===== config.mk =====
export PLATFORM = sky130hd
export DESIGN_NAME = riscv_fetch_queue
export DESIGN_NICKNAME = d
export VERILOG_FILES = /design/src/rtl/riscv_fetch_queue.sv
export SDC_FILE = /design/constraint.sdc
export NUM_CORES = 1
export LEC_CHECK = 0
export BUFFER_PORTS_ARGS = -buffer_cell sky130_fd_sc_hd__buf_2
export CAP_MARGIN = 20
export CORE_MARGIN = 5
export CORE_UTILIZATION = 55
export CTS_BUF_LIST = sky130_fd_sc_hd__clkbuf_4 sky130_fd_sc_hd__clkbuf_8
export DETAILED_ROUTE_END_ITERATION = 12
export GPL_TIMING_DRIVEN = 1
export PLACE_DENSITY = 0.77
export REMOVE_ABC_BUFFERS = 1
export SLEW_MARGIN = 20
export SYNTH_ARGS = -nofsm -noshare
export SYNTH_HDL_FRONTEND = slang
export SYNTH_SLANG_ARGS = --single-unit

===== constraint.sdc =====
create_clock -name clk -period 4.5 [get_ports clk]
set_input_delay 0.9 -clock clk [delete_from_list [all_inputs] [get_ports clk]]
set_output_delay 0.9 -clock clk [all_outputs]
set_load 0.02 [all_outputs]

===== src/rtl/riscv_fetch_queue.sv =====
// riscv_fetch_queue: instruction queue between IF and ID.
// Circular buffer of {inst, pc, compressed, pred_dest} with valid/ready on both
// sides and a single-cycle synchronous flush for mispredict correction.
// Optional build macro RISCV_FETCH_QUEUE_BYPASS_EN enables a combinational
// fall-through from push_* to pop_* when the queue is empty.
module riscv_fetch_queue #(
    parameter int unsigned DEPTH  = 4,
    parameter int unsigned XLEN   = 32,
    parameter int unsigned AF_LVL = 1
) (
    input  logic                     clk,
    input  logic                     rst,
    input  logic                     flush,
    input  logic                     push_valid,
    output logic                     push_ready,
    input  logic [31:0]              push_inst,
    input  logic [XLEN-1:0]          push_pc,
    input  logic                     push_compressed,
    input  logic [XLEN-1:0]          push_pred_dest,
    output logic                     pop_valid,
    input  logic                     pop_ready,
    output logic [31:0]              pop_inst,
    output logic [XLEN-1:0]          pop_pc,
    output logic                     pop_compressed,
    output logic [XLEN-1:0]          pop_pred_dest,
    output logic [$clog2(DEPTH):0]   count,
    output logic                     almost_full
);

    localparam int unsigned PW = $clog2(DEPTH);
    localparam int unsigned CW = PW + 1;
    localparam logic [CW-1:0] DEPTH_C = CW'(DEPTH);
    localparam logic [CW-1:0] AF_C    = CW'(AF_LVL);
    localparam logic [31:0]   NOP     = 32'h0000_0013;

    // Entry storage (not reset)
    logic [31:0]      ent_inst_q [DEPTH];
    logic [XLEN-1:0]  ent_pc_q   [DEPTH];
    logic             ent_comp_q [DEPTH];
    logic [XLEN-1:0]  ent_pd_q   [DEPTH];

    logic [PW-1:0]    wr_ptr_q, wr_ptr_d;
    logic [PW-1:0]    rd_ptr_q, rd_ptr_d;
    logic [CW-1:0]    count_q,  count_d;

    logic             empty;
    logic             bypass;
    logic             push_fire;
    logic             pop_fire;
    logic             wr_en;
    logic             rd_adv;
    logic [CW-1:0]    free_cnt;

    // Handshake decode and pop-side output mux
    always_comb begin
        empty      = (count_q == '0);
        push_ready = (count_q != DEPTH_C);
`ifdef RISCV_FETCH_QUEUE_BYPASS_EN
        bypass     = empty & push_valid & ~flush;
`else
        bypass     = 1'b0;
`endif
        pop_valid  = ~empty | bypass;
        push_fire  = push_valid & push_ready;
        pop_fire   = pop_valid & pop_ready;

        // A fall-through that is consumed in the same cycle never touches storage
        wr_en      = push_fire & ~flush & ~(bypass & pop_ready);
        rd_adv     = pop_fire & ~flush & ~bypass;

        if (bypass) begin
            pop_inst       = push_inst;
            pop_pc         = push_pc;
            pop_compressed = push_compressed;
            pop_pred_dest  = push_pred_dest;
        end else if (empty) begin
            pop_inst       = NOP;
            pop_pc         = '0;
            pop_compressed = 1'b0;
            pop_pred_dest  = '0;
        end else begin
            pop_inst       = ent_inst_q[rd_ptr_q];
            pop_pc         = ent_pc_q[rd_ptr_q];
            pop_compressed = ent_comp_q[rd_ptr_q];
            pop_pred_dest  = ent_pd_q[rd_ptr_q];
        end

        free_cnt    = DEPTH_C - count_q;
        almost_full = (free_cnt <= AF_C);
        count       = count_q;
    end

    // Next-state for pointers and occupancy; flush overrides everything
    always_comb begin
        wr_ptr_d = wr_ptr_q;
        rd_ptr_d = rd_ptr_q;
        count_d  = count_q;
        if (flush) begin
            wr_ptr_d = '0;
            rd_ptr_d = '0;
            count_d  = '0;
        end else begin
            if (wr_en)
                wr_ptr_d = wr_ptr_q + 1'b1;
            if (rd_adv)
                rd_ptr_d = rd_ptr_q + 1'b1;
            case ({wr_en, rd_adv})
                2'b10:   count_d = count_q + 1'b1;
                2'b01:   count_d = count_q - 1'b1;
                default: count_d = count_q;
            endcase
        end
    end

    // Control state registers with asynchronous reset
    always_ff @(posedge clk or posedge rst) begin
        if (rst) begin
            wr_ptr_q <= '0;
            rd_ptr_q <= '0;
            count_q  <= '0;
        end else begin
            wr_ptr_q <= wr_ptr_d;
            rd_ptr_q <= rd_ptr_d;
            count_q  <= count_d;
        end
    end

    // Entry write port
    always_ff @(posedge clk) begin
        if (wr_en) begin
            ent_inst_q[wr_ptr_q] <= push_inst;
            ent_pc_q[wr_ptr_q]   <= push_pc;
            ent_comp_q[wr_ptr_q] <= push_compressed;
            ent_pd_q[wr_ptr_q]   <= push_pred_dest;
        end
    end

endmodule

==> results of run 1 <==
==> cell usage after synthesis, drive strengths merged <==
library cell and instances:
nand3b 1, xor2 1, edfxtp 388, nor2b 2, ha 8, mux2i 1
or3 1, nand2b 2, clkbuf 19, dfrtp 7, fa 1, and3 4
inv 9, mux2 1, a21oi 1, or4 1, nor2 7, a2111o 1
buf 16, mux4 97, or2 3, xnor2 3, and2 94, nand2 5
o21a 1, o2111ai 2
==> through the flow <==
| step | instance area [um2] | util, % |
|---|---|---|
| floorplan | 15000 | - |
| global placement | 16700 | 61.6 |
| detailed placement | 16700 | 61.6 |
| CTS | 17800 | 65.9 |
| global route | 17800 | 65.9 |
| finish | 17800 | 65.9 |
==> routing by layer <==
layer / global-route usage (%) / part of all wire (%)
met4: 4.58 / 1.5
met5: 0 / 0.12
met1: 24.1 / 40
met2: 30.2 / 51
met3: 4.90 / 7.0
==> worst register-to-register path, stage by stage, from the launching register on <==
cell     delay, ns
dfrtp_1       0.44
inv_1         0.09
ha_1          0.22
ha_1          0.22
nor2b_1       0.46
and3_4        0.73
buf_4         0.41
==> layout make-up <==
type / count / share of cell area, %
Timing Repair Buffer: 218 / 6.81
Tap cell: 341 / 2.39
Sequential cell: 395 / 66.4
Inverter: 9 / 0.190
Antenna cell: 1 / 0.0140
Multi-Input combinational cell: 237 / 17.6
Clock inverter: 33 / 1.20
Clock buffer: 76 / 5.34
==> sequential cells by signal, indices dropped and copies added, names as in the netlist <==
name and flops:
ent_comp_q 4, rd_ptr_q 2, ent_pd_q 128, count 3, wr_ptr_q 2, ent_inst_q 128
ent_pc_q 128
==> where the power goes <==
group / total, W / internal, W / switching (W)
clock: 0.00281 / 0.00155 / 0.00127
sequential: 0.00438 / 0.00429 / 0.0000895
combinational: 0.00315 / 0.00132 / 0.00183
total: 0.0103 / 0.00716 / 0.00318
==> worst max-delay path by stage <==
stage / startpoint / end / cells past startpoint
after global placement: count[0] / pop_compressed / 7
after CTS: count[0] / pop_inst[27] / 7
after global routing: count[0] / pop_inst[27] / 7
after detailed placement: count[0] / pop_inst[27] / 7
after floorplan: rd_ptr_q[0] / pop_inst[0] / 2
final: count[0] / pop_inst[27] / 7
==> cell families (layout without fill, tap and decap cells) <==
group / after synthesis / count (layout) / share of synthesized area [%]
and+or+nand+nor: 120 / 120 / 4.77
muxes: 99 / 99 / 14.5
adders and majority gates: 9 / 9 / 0.792
AOI/OAI and AO/OA: 5 / 5 / 0.272
other: 0 / 1 / 0
buffers and inverters: 44 / 336 / 1.41
DFF: 395 / 395 / 78.0
xor gates and xnor gates: 4 / 4 / 0.231
==> impl_metrics.py, run 1 <==
metrics = {
    "outcome": {
        "status": "complete, no violations",
    },
    "worst_setup_path": {
        "regToRegSetupSlack_ns": 1.63,
        "reg2reg_depth": 6,
        "rr_endpoint": "ent_pc_q[0][8]",
        "cpMaxStageDelayCell": "inv_2",
        "cp-end-kind": "primary output",
        "worst_setup_path_start_kind": "register",
        "crit_top_cell": "ha_1",
        "r2r-start": "count[0]",
        "crit_chain": "inv_1, ha_1, ha_1, inv_2, buf_12, and2_1, buf_2",
        "crit_type": "register to primary output",
        "required_ns": 3.60,
        "cp_max_fo": 55,
        "crit_family": "buffers and inverters",
        "cp_data_arrival_time_ns": 2.80,
        "cp.buffers_inverters": 4,
        "max_stage_delay_ns": 0.58,
    },
    "final_layout": {
        "multi_input_area_um2": 3150,
        "nNetsFinal": 1032,
        "synthToLayoutAreaGrowth_pct": 17.5,
        "final_common_cell": "edfxtp_1",
        "final_cell_mix": "edfxtp_1, buf_2, mux4_2",
        "finalNonFillerCells": 1310,
        "drive_gt1_share_pct": 42.0,
        "fill_cells": 1773,
        "seq_area_um2": 11800,
    },
    "placed_design": {
        "pre_cts_ws_ns": 1.38,
        "portBuffers": 204,
        "routabilityCongestion": 0.701,
        "dp_cells": 1200,
        "hpwl_um": 17100,
    },
    "floorplan": {
        "die_h_um": 176,
        "rows": 60,
        "die_w_um": 176,
        "dieArea_um2": 31000,
        "core-area_um2": 27000,
        "ios": 205,
        "initial_utilization_pct": 56.1,
    },
    "timing": {
        "timing.slew.headroom_pct": 49.0,
        "grt_setup_unrepaired": "no",
        "fmax_ghz": 0.270,
        "whs_ns": 0.259,
        "setup_viol": 0,
        "hold_viol": 0,
        "fin_tns_setup_ns": 0,
        "post-route-period-util_pct": 82.2,
        "drv_slew": 0,
        "finalWorstSetupSlack_ns": 0.801,
        "fin_skew_ns": 0.0151,
        "min_period_ns": 3.70,
        "tightestPinTransition_ns": 0.763,
    },
    "global_route": {
        "grt_pass1_wl_um": 43400,
        "grt_max_degree": 56,
        "grt_overflow": 0,
        "grt_pass1_vias": 7684,
        "antenna_found_initial": 3,
        "grt_use_total_pct": 18.1,
    },
    "clocking": {
        "clk_latency_ns": 0.58,
        "cts_made_buffers": 60,
        "hold_buffers": 0,
        "cts_tree": "built",
        "cts.clk_slew.worst_paths_ns": 0.06,
        "cts_setup_buffers": 0,
        "cts_root_buf": "clkbuf_8",
        "cts_buffer_depth": 3,
        "cts_resized": 0,
        "htree_levels": 2,
        "cts_sinks": 395,
    },
    "drt": {
        "wirelength_um": 27700,
        "routed_via_density": 5.47,
        "postRouteAntennaNets": 0,
        "first_pass_iters": 4,
        "wl_per_cell_um": 21.1,
        "initialDrtViolationCount": 548,
        "drc": 0,
        "num_vias": 7166,
    },
    "synthesis": {
        "ys_ff_latch": 395,
        "avgSynthCellArea_um2": 22.4,
        "synth_top_area_share_pct": 76.8,
        "yosysWarnings": 0,
        "yosysSeqAreaShare_pct": 78.0,
        "syn_area_um2": 15200,
        "synthCells": 676,
        "synthTopCellsByArea": "edfxtp_1, mux4_2, and2_1",
        "yosys.area.top_type": "edfxtp_1",
        "synth_cell_type_count": 29,
    },
    "pwr": {
        "power_density_nw_per_um2": 580,
        "power_w": 0.0103,
        "power.leakage_nw": 6.15,
        "vdd_ir_drop_max_mv": 0.344,
    },
    "worst_hold_path": {
        "min_path_type": "input pin to async pin",
    },
    "job": {
        "drv_cap": 0,
    },
}
Note: power is estimated with default switching activity, not from simulation.
==> run 2, diff against run 1 <==
clock period = 3.6 ns   (was 4.5 ns; I/O delays follow)
==> run 2 against run 1 <==
  * Flip-flop and latch count did not move
  * Utilization fell by 0.14 points
  * Die area did not move
  * Via count rose by 1.1%
  * First-iteration DRC count fell by 2.7%
  * Worst setup slack got worse by 0.46 ns
  * Cell area fell by 0.22%
  * Worst hold slack got worse by 0.19 ns
  * Clock power rose by 18%
  * Global-route usage rose by 0.19 points
  * Final cell count fell by 0.69%
  * Critical endpoint is now pop_inst[14]
  * Largest cell class unchanged
==> impl_metrics.py, run 2 (synthesis results as in run 1) <==
metrics = {
    "final_layout": {
        "final_common_cell": "edfxtp_1",
        "finalNonFillerCells": 1301,
        "seq_area_um2": 11800,
        "top_regs": "ent_inst_q (128), ent_pc_q (128), ent_pd_q (128)",
        "synthToLayoutAreaGrowth_pct": 17.3,
        "fill_cells": 1772,
        "nNetsFinal": 1033,
        "multi_input_area_um2": 3150,
        "drive_gt1_share_pct": 42.7,
        "final_cell_mix": "edfxtp_1, buf_2, mux4_2",
    },
    "floorplan": {
        "die_h_um": 176,
        "initial_utilization_pct": 56.1,
        "core-area_um2": 27000,
        "rows": 60,
        "die_w_um": 176,
        "ios": 205,
        "dieArea_um2": 31000,
    },
    "timing": {
        "grt_setup_unrepaired": "no",
        "fin_skew_ns": 0.0148,
        "post-route-period-util_pct": 90.6,
        "min_period_ns": 3.26,
        "finalWorstSetupSlack_ns": 0.337,
        "setup_viol": 0,
        "drv_slew": 0,
        "fmax_ghz": 0.306,
        "hold_viol": 0,
        "timing.slew.headroom_pct": 59.6,
        "whs_ns": 0.0731,
        "tightestPinTransition_ns": 0.605,
    },
    "pwr": {
        "vdd_ir_drop_max_mv": 0.469,
        "power_density_nw_per_um2": 717,
        "power.leakage_nw": 6.13,
    },
    "clocking": {
        "hold_buffers": 0,
        "cts.clk_slew.worst_paths_ns": 0.06,
        "clk_latency_ns": 0.57,
        "cts_resized": 0,
        "cts_tree": "built",
        "cts_made_buffers": 61,
        "cts_sinks": 395,
        "cts_setup_buffers": 0,
        "cts_buffer_depth": 3,
        "htree_levels": 2,
        "cts_root_buf": "clkbuf_8",
    },
    "worst_hold_path": {
        "min_path_type": "input pin to async pin",
    },
    "global_route": {
        "grt_max_degree": 99,
        "grt_pass1_vias": 7883,
        "grt_pass1_wl_um": 44000,
        "grt_overflow": 0,
        "antenna_found_initial": 3,
        "grt_use_total_pct": 18.3,
    },
    "outcome": {
        "status": "complete, no violations",
    },
    "drt": {
        "wl_per_cell_um": 21.3,
        "first_pass_iters": 4,
        "initialDrtViolationCount": 533,
        "postRouteAntennaNets": 0,
        "num_vias": 7247,
        "drc": 0,
        "routed_via_density": 5.57,
        "wirelength_um": 27800,
    },
    "placed_design": {
        "portBuffers": 204,
        "hpwl_um": 16900,
        "dp_cells": 1200,
        "pre_cts_ws_ns": 0.839,
        "routabilityCongestion": 0.714,
    },
    "job": {
        "drv_cap": 0,
    },
    "worst_setup_path": {
        "required_ns": 2.88,
        "crit_type": "register to primary output",
        "worst_setup_path_start_kind": "register",
        "cp_max_fo": 56,
        "cp-end-kind": "primary output",
        "cp_data_arrival_time_ns": 2.54,
    },
}
[run 2: cell count changes in the layout (fill, tap and decap cells not counted), sizes merged]
cell	delta
inv	+1
clkinv	-13
bufinv	-3
diode	+2
clkbuf	+6
clkinvlp	-2
[run 2: metrics by stage]
stage / utilization [%] / cell area (um2) / total power [W] / setup TNS, ns
global route: 65.8 / 17800 / 0.0135 / 0
CTS: 65.8 / 17800 / 0.0130 / 0
finish: 65.8 / 17800 / 0.0127 / 0
detailed placement: 61.8 / 16700 / 0.00963 / 0
floorplan: - / 15000 / 0.00836 / -402.91
global placement: 61.8 / 16700 / 0.00959 / 0
[run 2: report_power, final]
part           total, W  switching (W)  internal [W]
Combinational   0.00395        0.00230       0.00165
Sequential      0.00549       0.000124       0.00536
Clock           0.00331        0.00153       0.00178
[run 2: final cells by class]
cell class              count  share of cell area, %
diodes                      3                 0.0422
inverters                   9                  0.190
multi-input cells         237                   17.7
flip-flops and latches    395                   66.5
clock buffers              82                   5.64
well taps                 341                   2.40
repair buffers            218                   7.11
clock inverters            16                  0.387
[run 2: path summary, 6_finish.rpt]
path                                    start  depth (start not counted)               to  slack, ns
setup / recovery                     count[0]                          7     pop_inst[14]       0.34
setup reg to reg                     count[0]                          6  ent_pc_q[2][12]       0.86
max in group asynchronous                 rst                          2      rd_ptr_q[0]       3.27
hold / removal                            rst                          2         count[1]       0.07
hold reg to reg                   wr_ptr_q[1]                          2      wr_ptr_q[1]       0.57
min in group clk           push_pred_dest[24]                          1  ent_pd_q[3][24]       0.36
[run 2: metal layers]
metal	routed length [um]	share of wire (%)	global-route usage, %
met4	564	2.0	5.98
met3	1830	6.6	4.56
met2	14200	51	30.2
met1	11100	40	24.3
met5	37	0.13	0
[run 2: worst max-delay path, cell delays in order, from the launching register on]
cell and delay (ns):
dfrtp_1 0.46, inv_1 0.09, ha_1 0.22, ha_1 0.26
inv_2 0.08, buf_4 0.40, and2_1 0.24, buf_2 0.17
